File: config.mk
export PLATFORM = sky130hd
export DESIGN_NAME = matmul_acc_drain
export DESIGN_NICKNAME = d
export VERILOG_FILES = /design/src/rtl/matmul_acc_drain.sv
export SDC_FILE = /design/constraint.sdc
export NUM_CORES = 1
export LEC_CHECK = 0
export CAP_MARGIN = 25
export CORE_UTILIZATION = 51
export CTS_CLUSTER_DIAMETER = 40
export DETAILED_ROUTE_END_ITERATION = 8
export GPL_ROUTABILITY_DRIVEN = 1
export PLACE_DENSITY_LB_ADDON = 0.15
export SKIP_LAST_GASP = 1
export SLEW_MARGIN = 20
export SYNTH_ARGS = -nofsm -noshare
export SYNTH_HDL_FRONTEND = slang
export SYNTH_SLANG_ARGS = --single-unit
File: constraint.sdc
create_clock -name clk_i -period 2.88 [get_ports clk_i]
set_clock_uncertainty 0.2 [all_clocks]
set_input_delay 0.576 -clock clk_i [delete_from_list [all_inputs] [get_ports clk_i]]
set_output_delay 0.576 -clock clk_i [all_outputs]
set_load 0.02 [all_outputs]
File: src/rtl/matmul_acc_drain.sv
// Four-lane saturating accumulator for packed 2x2 uint16 products; after the
// last beat of a group it drains the four sums one element per output beat.
module matmul_acc_drain #(
  parameter int unsigned AccWidth = 20
) (
  input  logic        clk_i,
  input  logic        rst_i,
  input  logic        in_valid_i,
  output logic        in_ready_o,
  input  logic [63:0] in_data_i,
  input  logic        in_last_i,
  output logic        out_valid_o,
  input  logic        out_ready_i,
  output logic [31:0] out_data_o,
  output logic [1:0]  out_idx_o,
  output logic        out_last_o,
  output logic        out_sat_o
);

  typedef enum logic {
    ACC,
    DRAIN
  } state_e;

  state_e              state_q, state_d;
  logic [AccWidth-1:0] acc_q [4];
  logic [AccWidth-1:0] acc_d [4];
  logic [1:0]          idx_q, idx_d;
  logic                sat_q, sat_d;
  logic                first_q, first_d;

  logic [15:0]         elem [4];
  logic [AccWidth:0]   sum  [4];
  logic                in_hs, out_hs;

  always_comb begin
    elem[0] = in_data_i[63:48];
    elem[1] = in_data_i[47:32];
    elem[2] = in_data_i[31:16];
    elem[3] = in_data_i[15:0];

    in_hs  = (state_q == ACC) && in_valid_i;
    out_hs = (state_q == DRAIN) && out_ready_i;

    state_d = state_q;
    idx_d   = idx_q;
    sat_d   = sat_q;
    first_d = first_q;
    for (int unsigned i = 0; i < 4; i++) begin
      acc_d[i] = acc_q[i];
      sum[i]   = {1'b0, acc_q[i]} + (AccWidth + 1)'(elem[i]);
    end

    if (in_hs) begin
      // A first beat only loads, so it can never saturate and clears the flag.
      if (first_q) begin
        sat_d = 1'b0;
        for (int unsigned i = 0; i < 4; i++) begin
          acc_d[i] = AccWidth'(elem[i]);
        end
      end else begin
        for (int unsigned i = 0; i < 4; i++) begin
          if (sum[i][AccWidth]) begin
            acc_d[i] = '1;
            sat_d    = 1'b1;
          end else begin
            acc_d[i] = sum[i][AccWidth-1:0];
          end
        end
      end
      first_d = 1'b0;
      if (in_last_i) begin
        state_d = DRAIN;
        idx_d   = '0;
      end
    end

    if (out_hs) begin
      idx_d = idx_q + 2'd1;
      if (idx_q == 2'd3) begin
        state_d = ACC;
        first_d = 1'b1;
      end
    end
  end

  always_ff @(posedge clk_i or posedge rst_i) begin
    if (rst_i) begin
      state_q <= ACC;
      idx_q   <= '0;
      sat_q   <= 1'b0;
      first_q <= 1'b1;
      for (int unsigned i = 0; i < 4; i++) begin
        acc_q[i] <= '0;
      end
    end else begin
      state_q <= state_d;
      idx_q   <= idx_d;
      sat_q   <= sat_d;
      first_q <= first_d;
      for (int unsigned i = 0; i < 4; i++) begin
        acc_q[i] <= acc_d[i];
      end
    end
  end

  // Outputs are decoded straight from flops and forced to zero outside DRAIN.
  always_comb begin
    in_ready_o  = (state_q == ACC);
    out_valid_o = (state_q == DRAIN);
    out_idx_o   = idx_q;
    out_last_o  = (state_q == DRAIN) && (idx_q == 2'd3);
    out_sat_o   = (state_q == DRAIN) && sat_q;
    out_data_o  = '0;
    if (state_q == DRAIN) begin
      out_data_o[AccWidth-1:0] = acc_q[idx_q];
    end
  end

endmodule

==> impl_metrics.json, run 1 <==
{
  "max_cap_viol_count": 0,
  "antenna_found_initial": 0,
  "power_density_nw_per_um2": 1160,
  "synth-main-ff-cell": "dfrtp_1",
  "grt_max_degree": 86,
  "worst_slew_pin_slew_ns": 1.04,
  "core_area_sq_um": 14800,
  "grt_setup_unrepaired": "yes",
  "syn-cell-area_sq_um": 7840,
  "fin_crit_ns": 2.85,
  "yosys.area.top_type": "dfrtp_1",
  "drv_slew": 0,
  "via_per_inst": 6.05,
  "fin_util_pct": 76.8,
  "slew_headroom_pct": 30.5,
  "gp_congestion": 0.894,
  "startpoint_type": "register",
  "hold_viol_final": 0,
  "finalWorstSetupSlack_ns": 0.0295,
  "dp_hpwl_microns": 17400,
  "drc": 0,
  "die_area_sq_um": 15900,
  "grt_usage_pct": 30.4,
  "rr_endpoint": "acc_q[24]",
  "cp-endpoint": "acc_q[24]",
  "finalSetupViolCount": 0,
  "insertion_delay_ns": 0.35,
  "synth_cell_types": 76,
  "first_iter_violations": 538,
  "yosysWarnings": 0,
  "seq_area_frac_synth_pct": 27.2,
  "io_buffers": 94,
  "synthArstFlopShare_pct": 100,
  "worstPathRequired_ns": 2.90,
  "clock-sinks": 85,
  "antenna_left": 0,
  "root_buffer": "clkbuf_16",
  "area_growth_pct": 44.7,
  "nFillCells": 1021,
  "drt_pass1_iterations": 7,
  "drive_above_1_share_pct": 29.6,
  "grt-ovfl-total": 0,
  "cts_buffers": 9,
  "syn_avg_cell_area_sq_um": 8.45,
  "max_freq_mhz": 351,
  "finalSetupTns_ns": 0,
  "holdWs_ns": 0.324,
  "leakagePower_nw": 5.18,
  "h-tree-depth": 3,
  "yosysTopAreaCellShare_pct": 26.8,
  "hold_buffers": 0,
  "first_global_vias": 7920,
  "rows": 44,
  "crit_start": "acc_q[20]",
  "routed-via-count": 8326,
  "cp.arrival_ns": 2.87,
  "antennaDiodeCount": 0,
  "synth_cells": 927,
  "cts_tree": "built",
  "pin_count": 107,
  "endpoint_kind": "register",
  "vdd_drop_max_mv": 0.656,
  "nets": 1326,
  "path_clk_slew_ns": 0.06,
  "chipHeight_microns": 126,
  "grt_pass1_wl_microns": 38500,
  "reg2reg_slack_ns": 0.03,
  "post_drt_wl_per_cell_microns": 18.3,
  "critical_path.max_fanout": 6,
  "die_x_microns": 126,
  "min_path_type": "reg2reg",
  "drt_wl_total_microns": 25200,
  "dpl_worst_slack_ns": -0.587,
  "r2r-start": "acc_q[20]",
  "initial_utilization_pct": 53.1,
  "rr_worst_depth": 11,
  "ys_ff_latch": 85,
  "worstSetupPathType": "reg2reg",
  "synth-edff-count": 0,
  "synthTopCellsByArea": "dfrtp_1 27%, ha_1 10%, mux4_2 5.7%, nand2_1 5.7%, a21oi_1 4.2%",
  "period_share_pct": 99.0,
  "clockBufferDepth": 2,
  "status": "finished clean"
}
kinds of logic after synthesis:
| family | synth area share (%) |
|---|---|
| flops | 27.2 |
| fa+ha+maj | 11.4 |
| other cells | 0.0479 |
| simple gates | 18.8 |
| mux | 6.00 |
| xor+xnor | 5.03 |
| buf+inv | 4.44 |
| compound gates | 27.1 |
critical path, stage by stage, from the launching register on:
cell and delay, ns:
dfrtp_1 0.41, ha_2 0.21, fa_2 0.37, a211oi_2 0.27
o211a_1 0.25, o21ai_2 0.08, a32oi_2 0.24, buf_4 0.16
o21ai_4 0.09, buf_6 0.23, o22ai_2 0.13, o21ai_1 0.08
timing repair:
action,in CTS,in global routing
setup buffers,5,13
resized for setup,59,105
endpoints found under the setup margin,94,73
cloned,2,1
pin swaps,23,71
state kept, by name (all words and copies together) (netlist names):
| signal | count |
|---|---|
| acc_q | 80 |
| out_idx_o | 2 |
| first_q | 1 |
| out_valid_o | 1 |
| sat_q | 1 |
worst min-delay path by stage:
| stage | start | endpoint | slack (ns) | depth (start not counted) |
|---|---|---|---|---|
| floorplan | acc_q[46] | acc_q[46] | 0.26 | 2 |
| global placement | acc_q[67] | acc_q[67] | 0.28 | 2 |
| detailed placement | acc_q[46] | acc_q[46] | 0.30 | 2 |
| CTS | acc_q[65] | acc_q[65] | 0.31 | 2 |
| global route | acc_q[68] | acc_q[68] | 0.37 | 2 |
| finish | acc_q[65] | acc_q[65] | 0.32 | 2 |
cell usage after synthesis (5+ instances only):
library cell and number:
o21a_1 15, a31oi_1 7, clkbuf_1 33, xor2_1 16
o221ai_1 9, inv_1 22, o21ai_2 5, and2_1 21
o211ai_1 11, nor3_1 21, ha_1 65, o22ai_1 30
nand2_1 120, buf_2 5, nand3_1 15, nor4_1 7
a21oi_1 66, o21ai_0 53, mux4_2 20, o21ai_1 48
dfrtp_1 84, and3_1 6, nand2b_1 14, or3_1 19
a211oi_1 12, nor2b_1 6, xnor2_1 29, buf_4 14
a21o_1 20, nor2_1 52, o21bai_1 8, o31ai_1 5
stage by stage:
step           std cells  instance area, sq um  power (mW)
2_1_floorplan        938                  7890        7.45
3_3_place_gp        1340                 10200        10.4
3_5_place_dp        1340                 10200        10.6
4_1_cts             1363                 10700        12.1
5_1_grt             1377                 11300        14.0
6_report            1377                 11300        13.1
layer usage:
| layer | track usage, % | up-vias | wire length, microns |
|---|---|---|---|
| met5 | 0 | - | 0 |
| met4 | 11.3 | 0 | 607 |
| met3 | 2.46 | 53 | 1550 |
| met2 | 52.2 | 329 | 12400 |
| met1 | 40.2 | 3988 | 10600 |
| li1 | - | 3956 | - |
area by class of cell:
cell class / count / area (sq um) / share of cell area [%]
timing repair buffer: 292 / 2490 / 21.9
sequential: 85 / 2130 / 18.8
multi-input combinational: 778 / 6060 / 53.5
clock inverter: 4 / 95.1 / 0.839
clock buffer: 12 / 246 / 2.17
inverter: 22 / 86.3 / 0.762
tap: 184 / 230 / 2.03
report_power, final:
group	leakage, nW	switching, mW	internal (mW)	total [mW]
combinational	3.96	4.64	4.67	9.32
sequential	1.05	0.704	1.72	2.42
clock	0.167	0.493	0.871	1.36
total	5.18	5.84	7.26	13.1
cells in the final DEF (no fill, tap or decap), types with 15 or more instances in the layout:
cell	instances
o22ai_1	18
ha_1	38
a21oi_1	54
nor2_1	47
nand3_1	15
xnor2_1	29
buf_4	188
dfrtp_1	84
ha_4	18
mux4_2	20
clkdlybuf4s50_1	53
or3_1	18
a21o_1	20
xor2_1	16
and2_1	21
nand2_1	119
nor3_1	16
o21ai_1	45
o21ai_0	46
inv_1	19
dlygate4sd2_1	23
dlymetal6s2s_1	17
o21a_1	15
Power figures use the tool's default switching activity.
==> run 2, diff against run 1 <==
--- a/config.mk
+++ b/config.mk
@@ -8,6 +8,7 @@
 export CAP_MARGIN = 25
 export CORE_UTILIZATION = 51
 export CTS_CLUSTER_DIAMETER = 40
+export CTS_CLUSTER_SIZE = 40
 export DETAILED_ROUTE_END_ITERATION = 8
 export GPL_ROUTABILITY_DRIVEN = 1
 export PLACE_DENSITY_LB_ADDON = 0.15
==> results of run 2 <==
Same layout as run 1: the final DEF is identical, and so are final timing and power.
==> run 3, diff against run 2 <==
--- a/config.mk
+++ b/config.mk
@@ -6,7 +6,7 @@
 export NUM_CORES = 1
 export LEC_CHECK = 0
 export CAP_MARGIN = 25
-export CORE_UTILIZATION = 51
+export CORE_UTILIZATION = 33
 export CTS_CLUSTER_DIAMETER = 40
 export CTS_CLUSTER_SIZE = 40
 export DETAILED_ROUTE_END_ITERATION = 8
==> impl_metrics.json, run 3 (synthesized netlist as in run 1, its figures left out) <==
{
  "power_density_nw_per_um2": 1110,
  "die_x_microns": 156,
  "nets": 1337,
  "antenna_found_initial": 0,
  "dp_hpwl_microns": 18900,
  "endpoint_kind": "register",
  "hold_viol_final": 0,
  "min_path_type": "reg2reg",
  "die_area_sq_um": 24400,
  "antenna_left": 0,
  "drv_slew": 0,
  "antennaDiodeCount": 0,
  "cpMaxStageDelayCell": "clkdlybuf4s50_1",
  "max_freq_mhz": 354,
  "hold_buffers": 0,
  "drive_above_1_share_pct": 28.7,
  "rr_endpoint": "acc_q[39]",
  "reg2reg_slack_ns": 0.10,
  "grt_max_degree": 61,
  "first_iter_violations": 442,
  "dpl_worst_slack_ns": -0.608,
  "clock-sinks": 85,
  "drt_pass1_iterations": 5,
  "drt_wl_total_microns": 25000,
  "cts_tree": "built",
  "first_global_vias": 7624,
  "routed-via-count": 7950,
  "cp_num_buf_inv": 3,
  "place_area_sq_um": 10400,
  "startpoint_type": "primary input",
  "leakagePower_nw": 5.14,
  "critPathMaxStageDelay_ns": 0.45,
  "gp_congestion": 0.863,
  "core_area_sq_um": 23400,
  "via_per_inst": 5.22,
  "top_register": "acc_q",
  "insertion_delay_ns": 0.35,
  "period_share_pct": 98.2,
  "clockBufferDepth": 2,
  "vdd_drop_max_mv": 0.361,
  "cts_buffers": 9,
  "cp_cell_sequence": "clkdlybuf4s50_1, ha_1, or3_4, or3_4, o221ai_4, buf_6, o21ai_2, buf_6, nor4b_4, nor3_2",
  "h-tree-depth": 3,
  "design_area_sq_um": 11300,
  "holdCritStartpoint": "acc_q[46]",
  "final_cell_mix": "202 x buf_4, 119 x nand2_1, 83 x dfrtp_1",
  "finalWorstSetupSlack_ns": 0.0511,
  "post_drt_wl_per_cell_microns": 16.4,
  "max_cap_viol_count": 0,
  "cp_top_family": "simple AND/OR/NAND/NOR gates",
  "slew_headroom_pct": 57.0,
  "holdPathStages": 2,
  "rows": 56,
  "cp.arrival_ns": 2.87,
  "pin_count": 107,
  "grt_usage_pct": 20.8,
  "fin_crit_ns": 2.83,
  "worstSetupPathType": "in2reg",
  "area_growth_pct": 44.1,
  "path_clk_slew_ns": 0.06,
  "worst_slew_pin_slew_ns": 0.644,
  "worstPathRequired_ns": 2.92,
  "drc": 0,
  "grt_setup_unrepaired": "yes",
  "root_buffer": "clkbuf_16",
  "status": "finished clean",
  "finalSetupViolCount": 0,
  "rr_worst_depth": 11,
  "layout_commonest_cell": "buf_4",
  "critical_path.max_fanout": 6,
  "r2r-start": "acc_q[20]",
  "chipHeight_microns": 156,
  "hold_path_end": "acc_q[46]",
  "io_buffers": 94,
  "grt_pass1_wl_microns": 39600,
  "largest_reg_flops": 80,
  "grt-ovfl-total": 0,
  "initial_utilization_pct": 33.5
}
## run 3: changes by cell type in the layout (fill, tap and decap cells not counted), sizes merged
cell,change
clkinv,+2
dlymetal6s2s,-5
clkdlybuf4s50,+1
bufinv,-1
dlygate4sd2,+3
buf,+11
## run 3: worst register-to-register path, stage by stage, from the launching register on
cell	delay [ns]
dfrtp_1	0.39
ha_2	0.19
fa_2	0.36
a211oi_2	0.26
o211a_1	0.25
o21ai_2	0.09
a32oi_2	0.30
buf_4	0.17
buf_4	0.09
buf_4	0.10
nand2_1	0.05
a31o_2	0.23
## run 3: final cells by class
cell class | count | area, sq um
fillers | 2315 | 12100
multi-input cells | 778 | 5820
repair buffers | 303 | 2550
flip-flops and latches | 85 | 2130
well taps | 319 | 399
clock buffers | 11 | 233
inverters | 22 | 86.3
clock inverters | 5 | 75.1
## run 3: how the worst max path moves through the flow
stage	start	end	slack, ns	cells past startpoint
2_1_floorplan	in_data_i[32]	acc_q[55]	0.004	11
3_3_place_gp	in_data_i[16]	acc_q[25]	-0.55	11
3_5_place_dp	in_data_i[0]	acc_q[5]	-0.61	12
4_1_cts	in_data_i[16]	sat_q	-0.04	11
5_1_grt	in_data_i[1]	acc_q[17]	-0.02	12
6_report	in_data_i[63]	acc_q[72]	0.05	10
## run 3: per-stage QoR
stage	setup TNS [ns]	utilization (%)	cells	hold WS (ns)	power [mW]
finish	0	48.2	1523	0.302	12.5
global placement	-35.84	44.5	1484	0.285	10.7
detailed placement	-39.49	44.5	1484	0.294	10.7
global route	-0.0507	48.2	1523	0.342	13.6
floorplan	0	-	938	0.260	7.45
CTS	-0.0439	46.3	1510	0.307	12.1
## run 3: repair_timing
action                     CTS  global route
hold endpoints to repair     0             0
setup endpoints to repair   94            66
cloned                       1             0
buffers inserted             9            13
gates resized for setup     55            72
pin swaps                   25            39
## run 3: report_power, final
group          switching, mW  internal, mW  total, mW
registers              0.685          1.72       2.40
logic                   4.38          4.50       8.88
clock network          0.503         0.757       1.26
total                   5.57          6.97       12.5
## run 3: routing by layer
| layer | vias up | global-route usage, % | routed length, microns |
|---|---|---|---|
| li1 | 3996 | - | - |
| met1 | 3793 | 28.4 | 12100 |
| met2 | 141 | 35.4 | 12000 |
| met3 | 20 | 1.47 | 666 |
| met4 | 0 | 5.51 | 279 |
| met5 | - | 0 | 0 |
